===== src/rtl/microwave_countdown.sv =====
// Oven MM:SS countdown in BCD, stepped by the divider's 500 Hz wave.
// Start/pause/cancel control, magnetron enable and end-of-cook beeper.
module microwave_countdown #(
   parameter int TICKS_PER_SEC = 500,
   parameter int DONE_SECS     = 3
) (
   input  logic       clock_in,
   input  logic       reset,
   input  logic       tick_in,
   input  logic       load,
   input  logic [3:0] set_m1,
   input  logic [3:0] set_m0,
   input  logic [3:0] set_s1,
   input  logic [3:0] set_s0,
   input  logic       start,
   input  logic       pause,
   input  logic       cancel,
   output logic [3:0] m1,
   output logic [3:0] m0,
   output logic [3:0] s1,
   output logic [3:0] s0,
   output logic       running,
   output logic       done,
   output logic [1:0] state
);

   localparam int CW = (TICKS_PER_SEC > 1) ? $clog2(TICKS_PER_SEC) : 1;
   localparam int SW = (DONE_SECS > 1) ? $clog2(DONE_SECS) : 1;
   localparam logic [CW-1:0] SUB_MAX = CW'(TICKS_PER_SEC - 1);
   localparam logic [SW-1:0] SEC_MAX = SW'(DONE_SECS - 1);

   typedef enum logic [1:0] {
      IDLE  = 2'd0,
      RUN   = 2'd1,
      PAUSE = 2'd2,
      DONE  = 2'd3
   } state_t;

   state_t        state_q;
   logic [3:0]    m1_q, m0_q, s1_q, s0_q;
   logic [3:0]    m1_d, m0_d, s1_d, s0_d;
   logic [CW-1:0] sub_q;
   logic [SW-1:0] secs_q;
   logic          running_q, done_q;
   logic          sync1_q, sync2_q, prev_q;
   logic          tick_pulse, sec_step, last_sec, time_zero;

   function automatic logic [3:0] clamp(input logic [3:0] v,
                                        input logic [3:0] mx);
      return (v > mx) ? mx : v;
   endfunction

   assign tick_pulse = sync2_q & ~prev_q;
   assign sec_step   = tick_pulse && (sub_q == SUB_MAX);
   assign time_zero  = (m1_q == 4'd0) && (m0_q == 4'd0) &&
                       (s1_q == 4'd0) && (s0_q == 4'd0);
   assign last_sec   = (m1_q == 4'd0) && (m0_q == 4'd0) &&
                       (s1_q == 4'd0) && (s0_q == 4'd1);

   // Borrow chain: SS rolls 00 -> 59, MM borrows only when SS was 00.
   always_comb begin
      m1_d = m1_q;
      m0_d = m0_q;
      s1_d = s1_q;
      s0_d = s0_q;
      if (s0_q != 4'd0) begin
         s0_d = s0_q - 4'd1;
      end else begin
         s0_d = 4'd9;
         if (s1_q != 4'd0) begin
            s1_d = s1_q - 4'd1;
         end else begin
            s1_d = 4'd5;
            if (m0_q != 4'd0) begin
               m0_d = m0_q - 4'd1;
            end else begin
               m0_d = 4'd9;
               m1_d = m1_q - 4'd1;
            end
         end
      end
   end

   always_ff @(posedge clock_in) begin
      if (reset) begin
         sync1_q <= 1'b0;
         sync2_q <= 1'b0;
         prev_q  <= 1'b0;
      end else begin
         sync1_q <= tick_in;
         sync2_q <= sync1_q;
         prev_q  <= sync2_q;
      end
   end

   always_ff @(posedge clock_in) begin
      if (reset || cancel) begin
         state_q   <= IDLE;
         m1_q      <= 4'd0;
         m0_q      <= 4'd0;
         s1_q      <= 4'd0;
         s0_q      <= 4'd0;
         sub_q     <= '0;
         secs_q    <= '0;
         running_q <= 1'b0;
         done_q    <= 1'b0;
      end else begin
         unique case (state_q)
            IDLE: begin
               if (start) begin
                  if (!time_zero) begin
                     state_q   <= RUN;
                     running_q <= 1'b1;
                     sub_q     <= '0;
                  end
               end else if (load) begin
                  m1_q <= clamp(set_m1, 4'd9);
                  m0_q <= clamp(set_m0, 4'd9);
                  s1_q <= clamp(set_s1, 4'd5);
                  s0_q <= clamp(set_s0, 4'd9);
               end
            end
            RUN: begin
               if (pause) begin
                  state_q   <= PAUSE;
                  running_q <= 1'b0;
               end else if (sec_step) begin
                  sub_q <= '0;
                  m1_q  <= m1_d;
                  m0_q  <= m0_d;
                  s1_q  <= s1_d;
                  s0_q  <= s0_d;
                  if (last_sec) begin
                     state_q   <= DONE;
                     running_q <= 1'b0;
                     done_q    <= 1'b1;
                     secs_q    <= '0;
                  end
               end else if (tick_pulse) begin
                  sub_q <= sub_q + 1'b1;
               end
            end
            PAUSE: begin
               if (start) begin
                  state_q   <= RUN;
                  running_q <= 1'b1;
               end
            end
            DONE: begin
               if (sec_step) begin
                  sub_q <= '0;
                  if (secs_q == SEC_MAX) begin
                     state_q <= IDLE;
                     done_q  <= 1'b0;
                     secs_q  <= '0;
                  end else begin
                     secs_q <= secs_q + 1'b1;
                  end
               end else if (tick_pulse) begin
                  sub_q <= sub_q + 1'b1;
               end
            end
            default: state_q <= IDLE;
         endcase
      end
   end

   assign m1      = m1_q;
   assign m0      = m0_q;
   assign s1      = s1_q;
   assign s0      = s0_q;
   assign running = running_q;
   assign done    = done_q;
   assign state   = state_q;

endmodule

===== config.mk =====
export PLATFORM = sky130hd
export DESIGN_NAME = microwave_countdown
export DESIGN_NICKNAME = d
export VERILOG_FILES = /design/src/rtl/microwave_countdown.sv
export SDC_FILE = /design/constraint.sdc
export NUM_CORES = 1
export LEC_CHECK = 0
export CORE_MARGIN = 10
export CORE_UTILIZATION = 46
export CTS_BUF_LIST = sky130_fd_sc_hd__clkbuf_16
export DETAILED_ROUTE_END_ITERATION = 12
export GPL_TIMING_DRIVEN = 1
export HOLD_SLACK_MARGIN = 0.08
export PLACE_DENSITY = 0.81
export SYNTH_ARGS = -nofsm -noshare
export SYNTH_HDL_FRONTEND = slang
export SYNTH_SLANG_ARGS = --single-unit

===== constraint.sdc =====
create_clock -name clock_in -period 1.9 [get_ports clock_in]
set_input_delay 0.38 -clock clock_in [delete_from_list [all_inputs] [get_ports clock_in]]
set_output_delay 0.38 -clock clock_in [all_outputs]
set_load 0.005 [all_outputs]

==> flow_summary.ini, run 1 <==
[critical_path]
critPathKind = reg -> reg
end_kind = flop
path_delay_family = simple AND/OR/NAND/NOR gates
cp_max_fo = 4
crit_required_ns = 2.11
start_kind = flop
critPathMaxStageDelay_ns = 0.52
path_buf_inv = 0
critical_path.slowest_cell = or4_4
crit_path_cell_trace = ha_2 -> and4bb_2 -> nand3b_4 -> o31a_1 -> or4_4 -> a21oi_2
arrival_ns = 2.14

[drt]
routedWlPerCell_um = 17.7
vias = 2291
viasPerCell = 6.03
dr.pass1.iters = 4
ant_nets = 0
wl_um = 6720
drc = 0
drt_first_iter_violations = 175

[timing]
rsz0062_at_grt = yes
slew_viol_final = 0
fmax_mhz = 519
tightest_slew_ns = 0.351
slew_headroom_pct = 76.4
worst_slack_ns = -0.0279
setup_viol = 1
skew_ns = 0.00329
fin_crit_ns = 1.93
fin_crit_sh_pct = 101
hold_viol = 0
whs_ns = 0.448

[logic_synthesis]
synth_top_cell_by_area = dfxtp_1
post-synth-top-count-cell = dfxtp_1
syn_area_um2 = 2010
synth_common_cells = dfxtp_1, a21oi_1, nand2_1
synth_edf_count = 0
synthArstFlopShare_pct = 0
yosysTopAreaCellShare_pct = 33.9
synthFlopType = dfxtp_1
yosys_warnings = 0
synth.area.top_cells = dfxtp_1, a21oi_1, o21ai_0, o31ai_1, nand2_1
syn_area_per_cell_um2 = 8.34
synth_cells = 241
ys_types = 60
ys_seq_elements = 34
seq_area_frac_synth_pct = 33.9
syn-num-nets = 267

[grt]
grt_pass1_vias = 2170
track_usage_pct = 16.9
grt_pass1_wl_um = 10300
grt_max_degree = 22
antenna_found_initial = 0
grt_overflow_total = 0

[power_and_ir_drop]
peakVddDrop_mv = 0.433
p_per_area_nw_per_um2 = 631
p_leak_nw = 1.26
p_total_mw = 1.94

[finish]
areaGrowthSynthToFinish_pct = 53.0
design_area_um2 = 3080
final_layout_size_suffix_gt1_share_pct = 28.2
final_util_pct = 74.7
n_fill_cell = 279
instances_no_fill = 380
antenna_cells = 0
fin_nets = 355

[place]
hpwl_um = 4520
io_buffers = 42
place_inst = 366
globalplace.congestion = 0.886
place_area_um2 = 2780

[min_path]
worstHoldPathType = reg -> reg

[die]
die-area_um2 = 7420
die_width_um = 86.1
ios = 43
rows = 23
core_area_um2 = 4120
die_h_um = 86.1
start_util_pct = 48.9

[clock_network]
cts_buffer_depth = 2
root_buffer = clkbuf_16
clock_latency_ns = 0.28
postCtsHoldBufs = 0
clk_pin_slew_ns = 0.05
cts.sinks = 34
cts_tree = yes
htree_levels = 2
cts_made_buffers = 5

[run]
cap_viol_max_count = 0

[outcome]
status = finished with violations
violations = negative setup slack
-- layer usage --
metal / wire length, um / share of wire [%] / global-route usage (%) / vias up
met2: 3390 / 50 / 28.4 / 96
met1: 2750 / 41 / 20.4 / 1088
met4: 121 / 1.8 / 4.94 / 0
met3: 449 / 6.7 / 4.54 / 13
li1: - / - / - / 1094
met5: 0 / 0 / 0 / -
-- flip-flops by register name, indices dropped and copies added, names as in the netlist --
register and count:
secs_q 2, sync1_q 1, running 1, prev_q 1
done 1, sync2_q 1, m1 4, s1 4
sub_q 9, s0 4, m0 4, state 2
-- what timing repair did --
item / CTS / global route
pin swaps: 2 / 13
setup endpoints to repair: 12 / 28
setup buffers: 3 / 3
gates resized for setup: 5 / 28
-- cells by family after synthesis --
kind of cell / after synthesis / share of synthesized area [%]
AOI/OAI and AO/OA: 87 / 30.3
xor gates and xnor gates: 2 / 0.871
adders and majority gates: 3 / 1.87
buffers and inverters: 17 / 3.55
DFF: 34 / 33.9
muxes: 3 / 1.49
and+or+nand+nor: 95 / 28.1
-- where the power goes --
group / leakage (nW) / internal [mW] / total (mW) / switching (mW)
clock: 0.0663 / 0.471 / 0.762 / 0.291
sequential: 0.278 / 0.732 / 0.748 / 0.0161
combinational: 0.913 / 0.225 / 0.432 / 0.207
total: 1.26 / 1.43 / 1.94 / 0.514
-- stage by stage --
stage / setup TNS (ns) / worst slack, ns
after floorplan: 0 / 0.000456
after global placement: -4.33 / -0.250
after detailed placement: -5.02 / -0.289
after CTS: 0 / 0.00571
after global routing: -0.310 / -0.0643
final: -0.0279 / -0.0279
-- area by class of cell --
cell class	instances	area [um^2]	share of cell area, %
sequential	34	687	22.3
clock buffer	5	125	4.07
tap	50	62.6	2.03
timing repair buffer	93	816	26.5
clock inverter	3	11.3	0.366
multi-input combinational	190	1360	44.1
inverter	5	18.8	0.610
-- worst paths after layout --
check | startpoint | end | cells after the start | slack (ns)
hold / removal | sync1_q$_SDFF_PP0_ | sync2_q$_SDFF_PP0_ | 1 | 0.45
hold reg to reg | sync1_q$_SDFF_PP0_ | sync2_q$_SDFF_PP0_ | 1 | 0.45
setup reg to reg | sub_q[1]$_SDFFE_PP0P_ | m1[0]$_SDFFE_PP0P_ | 6 | -0.03
setup / recovery | sub_q[1]$_SDFFE_PP0P_ | m1[0]$_SDFFE_PP0P_ | 6 | -0.03
-- cells in the final DEF (no fill, tap or decap), drive strengths merged, types with 2 or more instances in the layout --
cell	Yosys	layout
clkbuf	7	5
nor3b	3	3
nor2b	9	9
o31ai	10	10
nand4	4	4
a21oi	21	21
nand2b	2	2
clkdlybuf4s50	0	40
nor4	5	5
nor3	11	11
o311ai	2	2
ha	3	3
dlymetal6s2s	0	2
a31o	3	3
nand2	17	17
o21ai	18	18
a211oi	5	5
buf	5	51
o21ba	2	2
nand3	5	5
or4	6	6
inv	5	5
clkinv	0	3
xor2	2	2
nand3b	5	5
or3	4	4
o21a	5	5
dfxtp	34	34
mux2i	3	3
a31oi	2	2
o211ai	5	5
a21boi	4	4
nor2	16	16
o211a	2	2
Power figures use the tool's default switching activity.
==> run 2: changes to the inputs <==
--- a/config.mk
+++ b/config.mk
@@ -11,7 +11,7 @@
 export DETAILED_ROUTE_END_ITERATION = 12
 export GPL_TIMING_DRIVEN = 1
 export HOLD_SLACK_MARGIN = 0.08
-export PLACE_DENSITY = 0.81
+export PLACE_DENSITY = 0.76
 export SYNTH_ARGS = -nofsm -noshare
 export SYNTH_HDL_FRONTEND = slang
 export SYNTH_SLANG_ARGS = --single-unit
==> run 2 against run 1 <==
Effect of this change:
- the run now ends clean
- die area stayed put
- clock skew hardly changed
- sequential share of layout area is essentially flat
- cell count is 0.53% lower
- clock power fell by 1%
- total power is 0.29% lower
- via count down 2.4%
- worst setup slack better by 0.073 ns
- fmax rose by 4.0%
- utilization is 0.52 points lower
- worst hold slack better by 0.0051 ns
- first-iteration DRC count shrank 29%
- highest routed layer unchanged
==> flow_summary.ini, run 2 (same netlist as run 1, synthesis figures left out) <==
[critical_path]
critPathKind = reg -> reg
arrival_ns = 2.07
path_buf_inv = 0
start_kind = flop
crit_required_ns = 2.12
critical_path.slowest_cell = or4_4
crit_path_cell_trace = ha_4 -> and4bb_2 -> nand3b_4 -> o31a_1 -> or4_4 -> a21oi_2
path_delay_family = simple AND/OR/NAND/NOR gates
cp_max_fo = 5
end_kind = flop
critPathMaxStageDelay_ns = 0.51

[finish]
largest_reg_flops = 9
final_layout_size_suffix_gt1_share_pct = 26.2
antenna_cells = 0
multiInputGateArea_um2 = 1350
fin_nets = 354
n_fill_cell = 292
top_register = sub_q
areaGrowthSynthToFinish_pct = 51.9
design_area_um2 = 3050
seq_area_um2 = 683
layout_commonest_cell = buf_4
final_cell_mix = buf_4, clkdlybuf4s50_1, dfxtp_1
instances_no_fill = 378

[timing]
slew_headroom_pct = 74.8
slew_viol_final = 0
tightest_slew_ns = 0.377
rsz0062_at_grt = yes
skew_ns = 0.00295
hold_viol = 0
setup_viol = 0
fin_crit_sh_pct = 97.6
fmax_mhz = 539
fin_crit_ns = 1.85

[die]
ios = 43
die_h_um = 86.1
core_area_um2 = 4120
rows = 23
start_util_pct = 48.9
die-area_um2 = 7420
die_width_um = 86.1

[drt]
drc = 0
routedWlPerCell_um = 16.5
viasPerCell = 5.92
dr.pass1.iters = 4
wl_um = 6220
ant_nets = 0
vias = 2237
drt_first_iter_violations = 125

[run]
cap_viol_max_count = 0

[grt]
grt_overflow_total = 0
grt_pass1_vias = 2048
grt_pass1_wl_um = 9580
track_usage_pct = 15.6
grt_max_degree = 22
antenna_found_initial = 0

[power_and_ir_drop]
p_per_area_nw_per_um2 = 634
comb_power_share_pct = 22.6
intPower_mw = 1.43
seqPwrFrac_pct = 38.6
switchingPower_mw = 0.507
peakVddDrop_mv = 0.519
swShare_pct = 26.2
pwr-share-clk_pct = 38.8
p_leak_nw = 1.23

[place]
io_buffers = 42
place_area_um2 = 2790
globalplace.congestion = 0.885
place_inst = 367
hpwl_um = 4450

[min_path]
worstHoldPathType = reg -> reg

[outcome]
status = finished, final reports clean

[clock_network]
postCtsHoldBufs = 0
clock_latency_ns = 0.28
cts_buffer_depth = 2
cts_tree = yes
clk_pin_slew_ns = 0.05
root_buffer = clkbuf_16
cts_made_buffers = 5
cts.sinks = 34
htree_levels = 2
run 2: layer usage:
metal / vias to the layer above / GRT usage [%] / routed length, um / share of wire (%)
li1: 1097 / - / - / -
met1: 1059 / 18.3 / 2620 / 42
met2: 73 / 25.9 / 3080 / 49
met3: 8 / 5.30 / 462 / 7.4
met4: 0 / 4.94 / 63 / 1.0
met5: - / 0 / 0 / 0
run 2: path summary, 6_finish.rpt:
path,start,end,slack (ns),cells after the start
hold reg to reg,sync1_q$_SDFF_PP0_,sync2_q$_SDFF_PP0_,0.45,1
hold / removal,sync1_q$_SDFF_PP0_,sync2_q$_SDFF_PP0_,0.45,1
setup reg to reg,sub_q[0]$_SDFFE_PP0P_,m1[0]$_SDFFE_PP0P_,0.05,6
setup / recovery,sub_q[0]$_SDFFE_PP0P_,m1[0]$_SDFFE_PP0P_,0.05,6
run 2: final cells by class:
class | instances | area share, %
tap | 50 | 2.05
timing repair buffer | 91 | 26.3
multi-input combinational | 191 | 44.2
clock inverter | 2 | 0.246
inverter | 5 | 0.737
clock buffer | 5 | 4.10
sequential | 34 | 22.4
run 2: stage by stage:
| stage | hold slack [ns] | TNS (ns) | utilization [%] | total power, mW | worst slack [ns] |
|---|---|---|---|---|---|
| after floorplan | 0.414 | 0 | - | 0.944 | 0.000456 |
| after global placement | 0.417 | -4.45 | 67.7 | 1.13 | -0.251 |
| after detailed placement | 0.448 | -5.44 | 67.7 | 1.14 | -0.280 |
| after CTS | 0.457 | 0 | 71.1 | 1.89 | 0.00638 |
| after global routing | 0.474 | -0.0675 | 74.2 | 2.02 | -0.0218 |
| final | 0.453 | 0 | 74.2 | 1.94 | 0.0453 |
run 2: repair_timing:
action	CTS	global route
gates cloned	0	1
setup endpoints to repair	3	26
pin swaps	0	4
gates resized for setup	1	19
endpoints found under the hold margin	0	0
buffers inserted	0	3
run 2: power by group through the flow:
stage / registers, mW / logic [mW] / clock network [mW]
3_5_place_dp: 0.761 / 0.377 / 0
4_1_cts: 0.746 / 0.384 / 0.763
3_3_place_gp: 0.760 / 0.371 / 0
2_1_floorplan: 0.762 / 0.182 / 0
6_report: 0.748 / 0.437 / 0.751
5_1_grt: 0.750 / 0.473 / 0.798
